[src/rtl/error_collector.sv]
// Sticky error word collector: per-source edge detection, saturating event
// counters, first-fault capture and a holdoff-gated clear state machine.
module error_collector #(
  parameter int unsigned HOLD_CLOCKS = 24000000,
  parameter int unsigned COUNT_WIDTH = 4
) (
  input  logic                   clock,
  input  logic                   reset,
  input  logic [7:0]             error_i,
  input  logic [7:0]             enable_mask_i,
  input  logic                   clear_i,
  input  logic [7:0]             clear_mask_i,
  input  logic [2:0]             count_sel_i,
  output logic [7:0]             error_word_o,
  output logic                   any_error_o,
  output logic                   first_valid_o,
  output logic [2:0]             first_index_o,
  output logic [COUNT_WIDTH-1:0] count_o,
  output logic                   clear_done_o
);

  localparam int unsigned HOLD_W = (HOLD_CLOCKS == 0) ? 1 : $clog2(HOLD_CLOCKS + 1);
  localparam logic [HOLD_W-1:0] HOLD_LOAD = HOLD_W'(HOLD_CLOCKS);
  localparam logic [COUNT_WIDTH-1:0] CNT_MAX = '1;

  typedef enum logic {
    IDLE,
    PENDING
  } state_t;

  state_t                 state_q, state_d;
  logic [7:0]             prev_q;
  logic [7:0]             evt;
  logic                   any_evt;
  logic [2:0]             evt_index;
  logic [HOLD_W-1:0]      holdoff_q;
  logic                   exec_ok;
  logic [7:0]             pend_q, pend_d;
  logic                   exec;
  logic [7:0]             exec_mask;
  logic [COUNT_WIDTH-1:0] cnt_q [8];

  assign evt     = error_i & ~prev_q & enable_mask_i;
  assign any_evt = |evt;
  assign exec_ok = (holdoff_q == '0) && !any_evt;

  assign any_error_o = |error_word_o;
  assign count_o     = cnt_q[count_sel_i];

  // Scan from the top so the last write leaves the lowest set index.
  always_comb begin
    evt_index = '0;
    for (int unsigned i = 0; i < 8; i++) begin
      if (evt[7 - i]) evt_index = 3'(7 - i);
    end
  end

  always_comb begin
    state_d   = state_q;
    pend_d    = pend_q;
    exec      = 1'b0;
    exec_mask = '0;
    case (state_q)
      IDLE: begin
        if (clear_i) begin
          if (exec_ok) begin
            exec      = 1'b1;
            exec_mask = clear_mask_i;
          end else begin
            pend_d  = clear_mask_i;
            state_d = PENDING;
          end
        end
      end
      PENDING: begin
        if (exec_ok) begin
          exec      = 1'b1;
          exec_mask = pend_q | (clear_i ? clear_mask_i : '0);
          pend_d    = '0;
          state_d   = IDLE;
        end else if (clear_i) begin
          pend_d = pend_q | clear_mask_i;
        end
      end
      default: state_d = IDLE;
    endcase
  end

  always_ff @(posedge clock or negedge reset) begin
    if (!reset) begin
      state_q       <= IDLE;
      pend_q        <= '0;
      prev_q        <= '0;
      holdoff_q     <= '0;
      error_word_o  <= '0;
      first_valid_o <= 1'b0;
      first_index_o <= '0;
      clear_done_o  <= 1'b0;
    end else begin
      state_q      <= state_d;
      pend_q       <= pend_d;
      prev_q       <= error_i;
      clear_done_o <= exec;

      if (any_evt) holdoff_q <= HOLD_LOAD;
      else if (holdoff_q != '0) holdoff_q <= holdoff_q - HOLD_W'(1);

      // Execute never coincides with an event, so clear-then-set is safe.
      error_word_o <= (error_word_o & ~(exec ? exec_mask : '0)) | evt;

      if (exec && exec_mask[first_index_o]) begin
        first_valid_o <= 1'b0;
        first_index_o <= '0;
      end else if (!first_valid_o && any_evt) begin
        first_valid_o <= 1'b1;
        first_index_o <= evt_index;
      end
    end
  end

  always_ff @(posedge clock or negedge reset) begin
    if (!reset) begin
      for (int unsigned i = 0; i < 8; i++) cnt_q[i] <= '0;
    end else begin
      for (int unsigned i = 0; i < 8; i++) begin
        if (exec && exec_mask[i]) cnt_q[i] <= '0;
        else if (evt[i] && cnt_q[i] != CNT_MAX) cnt_q[i] <= cnt_q[i] + COUNT_WIDTH'(1);
      end
    end
  end

endmodule
[config.mk]
export PLATFORM = sky130hd
export DESIGN_NAME = error_collector
export DESIGN_NICKNAME = d
export VERILOG_FILES = /design/src/rtl/error_collector.sv
export SDC_FILE = /design/constraint.sdc
export NUM_CORES = 1
export LEC_CHECK = 0
export BUFFER_PORTS_ARGS = -buffer_cell sky130_fd_sc_hd__buf_2
export CORE_ASPECT_RATIO = 0.7
export CORE_MARGIN = 8
export CORE_UTILIZATION = 50
export DETAILED_ROUTE_END_ITERATION = 12
export GPL_TIMING_DRIVEN = 0
export PLACE_DENSITY_LB_ADDON = 0.1
export SYNTH_ARGS = -nofsm -noshare
export SYNTH_HDL_FRONTEND = slang
export SYNTH_SLANG_ARGS = --single-unit
[constraint.sdc]
create_clock -name clock -period 4.7 [get_ports clock]
set_input_delay 1.41 -clock clock [delete_from_list [all_inputs] [get_ports clock]]
set_output_delay 1.41 -clock clock [all_outputs]
set_load 0.02 [all_outputs]
Yosys cells after proc, flatten, opt, wreduce, memory -nomap -nowiden
Cells that the tools add are included.

Register bits: 87. Bits of input ports: 30.

$add $sub $neg: 9. Magnitude comparators: 2. Equal/unequal tests: 11. Multiplexer cells: 52. Bitwise gates (word level): 10. Reduce and logical (&&, ||, !) cells: 36.

Operator list (number): $mux W4 (18); $mux W8 (9); $mux W25 (2); $add A4 B1 Y4 const B (8); $ne A4 B4 Y1 const B (8); $pmux W8 S2 (2); $mux W3 (10); $logic_not A25 Y1 (1); $reduce_bool A25 Y1 (1); $sub A25 B1 Y25 const B (1); $and A8 B8 Y8 (3); $or A8 B8 Y8 (3); $reduce_bool A2 Y1 (10); $logic_and A1 B1 Y1 (19); $not A8 Y8 (2); $reduce_or A8 Y1 (2); $bmux W4 S3 (1); $mux W1 (7); $ge A4 B4 Y1 const B (1); $lt A3 B4 Y1 const B (1); $ne A2 B2 Y1 const B (2); $not A3 Y4 (1); $pmux W1 S2 (2); $bmux W1 S3 (1); other kinds (4) (5).

Depth between registers and ports, before layout
Depth after elaboration: 13. Depth in mapped cells: 8.

Least setup slack after synthesis
No wires, ideal clock.

Path type: input port to output port. Start point: input port count_sel_i[0]. End point: output port count_o[0]. Arrival time: 2.702 ns. Setup slack: 0.588 ns. Stages on the path: 3. Path buffers: 1. Cell sequence: clkbuf_1 > mux4_2 > mux2_2.

Word-level cells in the longest chain between the ends: 4.

Ends and longest elaborated chain: start, declared (RTL line 13) `input logic [2:0] count_sel_i,`; $not A3 Y4 (not written as such) (RTL line 48) `assign count_o = cnt_q[count_sel_i];`; $bmux W4 S3 (RTL line 48); $mux W4 (not written as such) (2 in a row) (RTL line 48); end, declared (RTL line 18) `output logic [COUNT_WIDTH-1:0] count_o,`.

No other way between the ends. The select of a mux whose other input is x is not followed.

Final worst setup path
Start point: input port count_sel_i[0]. End point: output port count_o[1].

The elaborated chain is that of the path after synthesis.

==> results.txt <==
Summed over all layers, the global routing overflow is 0. The share of total power consumed by net switching is 31.4%. The count of final max-slew check failures is 0. The portion of the post-synthesis area used by sequential elements came out at 49.8%. The layout net count came out at 495. The DRC violation total after the first TritonRoute iteration came out at 215. The pin count of the biggest net entering global routing came out at 63. The share of the clock period used by the worst path after layout came out at 93.1%. The post-route netlist has 21.1% of its cells at a drive strength greater than 1. At the end of the flow the core is filled with cells to 60.0%. The slew at the pin with the worst max-slew slack came out at 0.770 ns. The repair_antennas step left the layout with diodes totalling 0. Detailed routing inserted a total of 3,226 vias. The count of distinct cell types in the synthesized netlist is 50. Per report_power, the combinational group accounts for 23.9% of the total.

The net switching power figure is 0.000763 W. The routed wire length per instance is 17.0 um. The cell sitting at the root of the clock tree is a sky130_fd_sc_hd__clkbuf_16. The most used flip-flop cell after synthesis is sky130_fd_sc_hd__dfrtp_1. The initial core utilization came out at 51.5%.

The top-level I/O count came out at 48. The tool flagged a number of max-cap violations equal to 0. The placer congestion estimate came out at 0.857. The latest clock arrival within the worst-skew pair came out at 0.34 ns.

The tightest min-delay check is of the reg2reg type. The total routed wirelength came out at 9850 um. The number of hold buffers added after CTS was 0.

The worst setup path is captured at an output pin. The total core area came out at 8480 um^2. The worst endpoint data arrival time came out at 2.96 ns. The critical path required time is 3.29 ns. The clock skew is 0.00890 ns.

The run finished with clean final reports. The register clock-pin slew on the reported worst setup and hold paths is 0.06 ns. The total instance count after detailed placement is 565. The leakage power figure is 2.14 nW.

Setup violations remaining at the end of the flow were counted as 0. Synthesis produced a netlist with a net count of 438. Setup repair after global routing left no endpoint under its margin. The post-cts gate resize count came out at 0. The first TritonRoute pass finished after 4 iterations. The floorplan die height is 94.2 um. The post-synthesis cell count is 399. The sequential power share came out at 45.3%. The number of remaining DRC errors came out at 0. The worst setup path is of the in2out kind. The total global-route track usage is 17.7%. A synthesized cell averages 10.9 um^2.

The fraction of registers with async set/reset is 100%. Fill cells in the final layout number 733. The first-pass GRT wire length is 16,500 um. The worst slack at placement is 0.318 ns. The clock tree buffer depth came out at 2. Detailed placement finished with a half-perimeter wire length of 7440 um. The number of routed nets with antenna violations is 0.

The initialized floorplan defines 28 standard-cell rows. The area growth from synthesis to final layout is 16.4%. The power density normalized to cell area is 477 nW/um^2. The CTS tree is yes. The worst setup path is launched from a primary input. The number of CTS-inserted buffers came out at 9.

The detail-routed via count per cell is 5.56. The combined area of all synthesized cells came out at 4370 um^2. The count of state elements after synthesis is 87. Of all nets on the critical path, the largest fanout is 8.

The worst-case headroom to the max-slew limit came out at 48.3%. The design internal power came out at 0.00166 W. Static timing analysis puts the maximum clock frequency at 229 MHz.

For this design, the sink count on the clock tree is 87. In this run the number of H-tree levels came out at 3. The post-route worst setup slack came out at 0.325 ns.

The count of flip-flops with a built-in enable after synthesis is 0. The worst path in the final design needs a cycle of 4.37 ns, including I/O delays and setup. The via count of the first global-routing pass came out at 3,151.

Measured along the x axis, the die boundary spans 128 um. The clock network fraction of total power is 30.8%. The count of yosys warnings during synthesis is 0. The die covers 12,000 um^2. The number of antenna violations at the first check in global routing came to 0.

The final hold violation count is 0. The count of placed standard cells in the final layout, fillers left out came out at 580. VDD sags by at most 344 uV. After routing, the total negative slack on setup checks comes to 0 ns.

Port buffering added 45 buffers. The post-CTS repair timing setup buffer count is 0.
## Yosys cell counts (9+ instances only)
| cell | number | area (um^2) |
|---|---|---|
| sky130_fd_sc_hd__dfrtp_1 | 87 | 2180 |
| sky130_fd_sc_hd__nor2_1 | 50 | 188 |
| sky130_fd_sc_hd__nand2_1 | 29 | 109 |
| sky130_fd_sc_hd__xor2_1 | 23 | 201 |
| sky130_fd_sc_hd__xnor2_1 | 14 | 123 |
| sky130_fd_sc_hd__inv_1 | 13 | 48.8 |
| sky130_fd_sc_hd__a21oi_1 | 12 | 60.1 |
| sky130_fd_sc_hd__mux4_2 | 10 | 225 |
| sky130_fd_sc_hd__o21ai_0 | 10 | 50.1 |
| sky130_fd_sc_hd__a31oi_1 | 9 | 56.3 |
| sky130_fd_sc_hd__ha_1 | 9 | 113 |
| sky130_fd_sc_hd__nand3_1 | 9 | 45.0 |
| sky130_fd_sc_hd__nand3b_1 | 9 | 67.6 |
| sky130_fd_sc_hd__nand4_1 | 9 | 56.3 |
| sky130_fd_sc_hd__nor3_1 | 9 | 45.0 |
## state kept, by name (all words and copies together) (netlist names)
name / flops
state_q: 1
pend_q: 8
first_index_o: 3
error_word_o: 8
prev_q: 8
clear_done_o: 1
cnt_q: 32
first_valid_o: 1
holdoff_q: 25
## cells in the final DEF, fill, tap and decap left out, drive strengths merged, types with 3 or more instances in the layout
cell type,count
nor4,6
mux4,10
dfrtp,87
nand3,9
inv,13
nand4,9
clkbuf,18
or3,8
ha,9
a22o,7
o21ai,18
a22oi,8
xor2,23
and2,4
mux2,4
nand3b,9
a21oi,12
buf,47
nand2,30
and3b,3
xnor2,14
nor2,58
a31oi,9
mux2i,9
or4,3
nor3,11
## cells by family (layout without fill, tap and decap cells)
family,after synthesis,in the layout,synth area share (%)
xor+xnor,37,37,7.42
simple gates,157,157,20.0
fa+ha+maj,9,9,2.58
compound gates,65,65,9.80
mux,23,23,8.54
flops,87,87,49.8
buf+inv,21,82,1.83
## metrics by stage
stage / instance area, um^2 / power [W] / hold slack (ns)
2_1_floorplan: 4370 / 0.00149 / 0.467
3_3_place_gp: 4740 / 0.00165 / 0.483
6_report: 5090 / 0.00243 / 0.493
5_1_grt: 5090 / 0.00258 / 0.509
4_1_cts: 5090 / 0.00245 / 0.499
3_5_place_dp: 4770 / 0.00168 / 0.482
## critical path, cell delays in order
cell                       delay [ns]
sky130_fd_sc_hd__clkbuf_1        0.49
sky130_fd_sc_hd__mux4_2          0.62
sky130_fd_sc_hd__mux2_2          0.29
sky130_fd_sc_hd__buf_2           0.16
## layer usage
layer | up-vias | part of all wire [%] | global-route usage, % | routed length [um]
met5 | - | 0 | 0 | 0
met4 | 0 | 0.96 | 5.22 | 95
met3 | 10 | 5.3 | 5.39 | 519
met2 | 60 | 43 | 24.5 | 4230
met1 | 1606 | 51 | 26.0 | 5010
li1 | 1550 | - | - | -
## path summary, 6_finish.rpt
path                           startpoint  cells after the start          to  slack (ns)
setup reg to reg            holdoff_q[13]                      6   pend_q[7]        2.13
min in group asynchronous           reset                      1   pend_q[1]        0.98
hold reg to reg                 pend_q[7]                      1   pend_q[7]        0.49
setup / recovery           count_sel_i[0]                      4  count_o[1]        0.33
hold / removal                  pend_q[7]                      1   pend_q[7]        0.49
max in group asynchronous           reset                      2   cnt_q[31]        3.11
## cell type report
type | instances | area, um^2 | area share [%]
buffer | 8 | 31.3 | 0.615
clock buffer | 11 | 243 | 4.77
clock inverter | 4 | 70.1 | 1.38
inverter | 13 | 48.8 | 0.959
multi-input combinational | 291 | 2110 | 41.5
sequential | 87 | 2180 | 42.8
tap | 120 | 150 | 2.95
timing repair buffer | 46 | 255 | 5.02
## power by group through the flow
stage	clock network (W)	logic [W]	registers, W
2_1_floorplan	0	0.000434	0.00106
3_3_place_gp	0	0.000553	0.00110
3_5_place_dp	0	0.000580	0.00110
4_1_cts	0.000767	0.000585	0.00110
5_1_grt	0.000795	0.000661	0.00112
6_report	0.000747	0.000580	0.00110
Power figures use the tool's default switching activity.
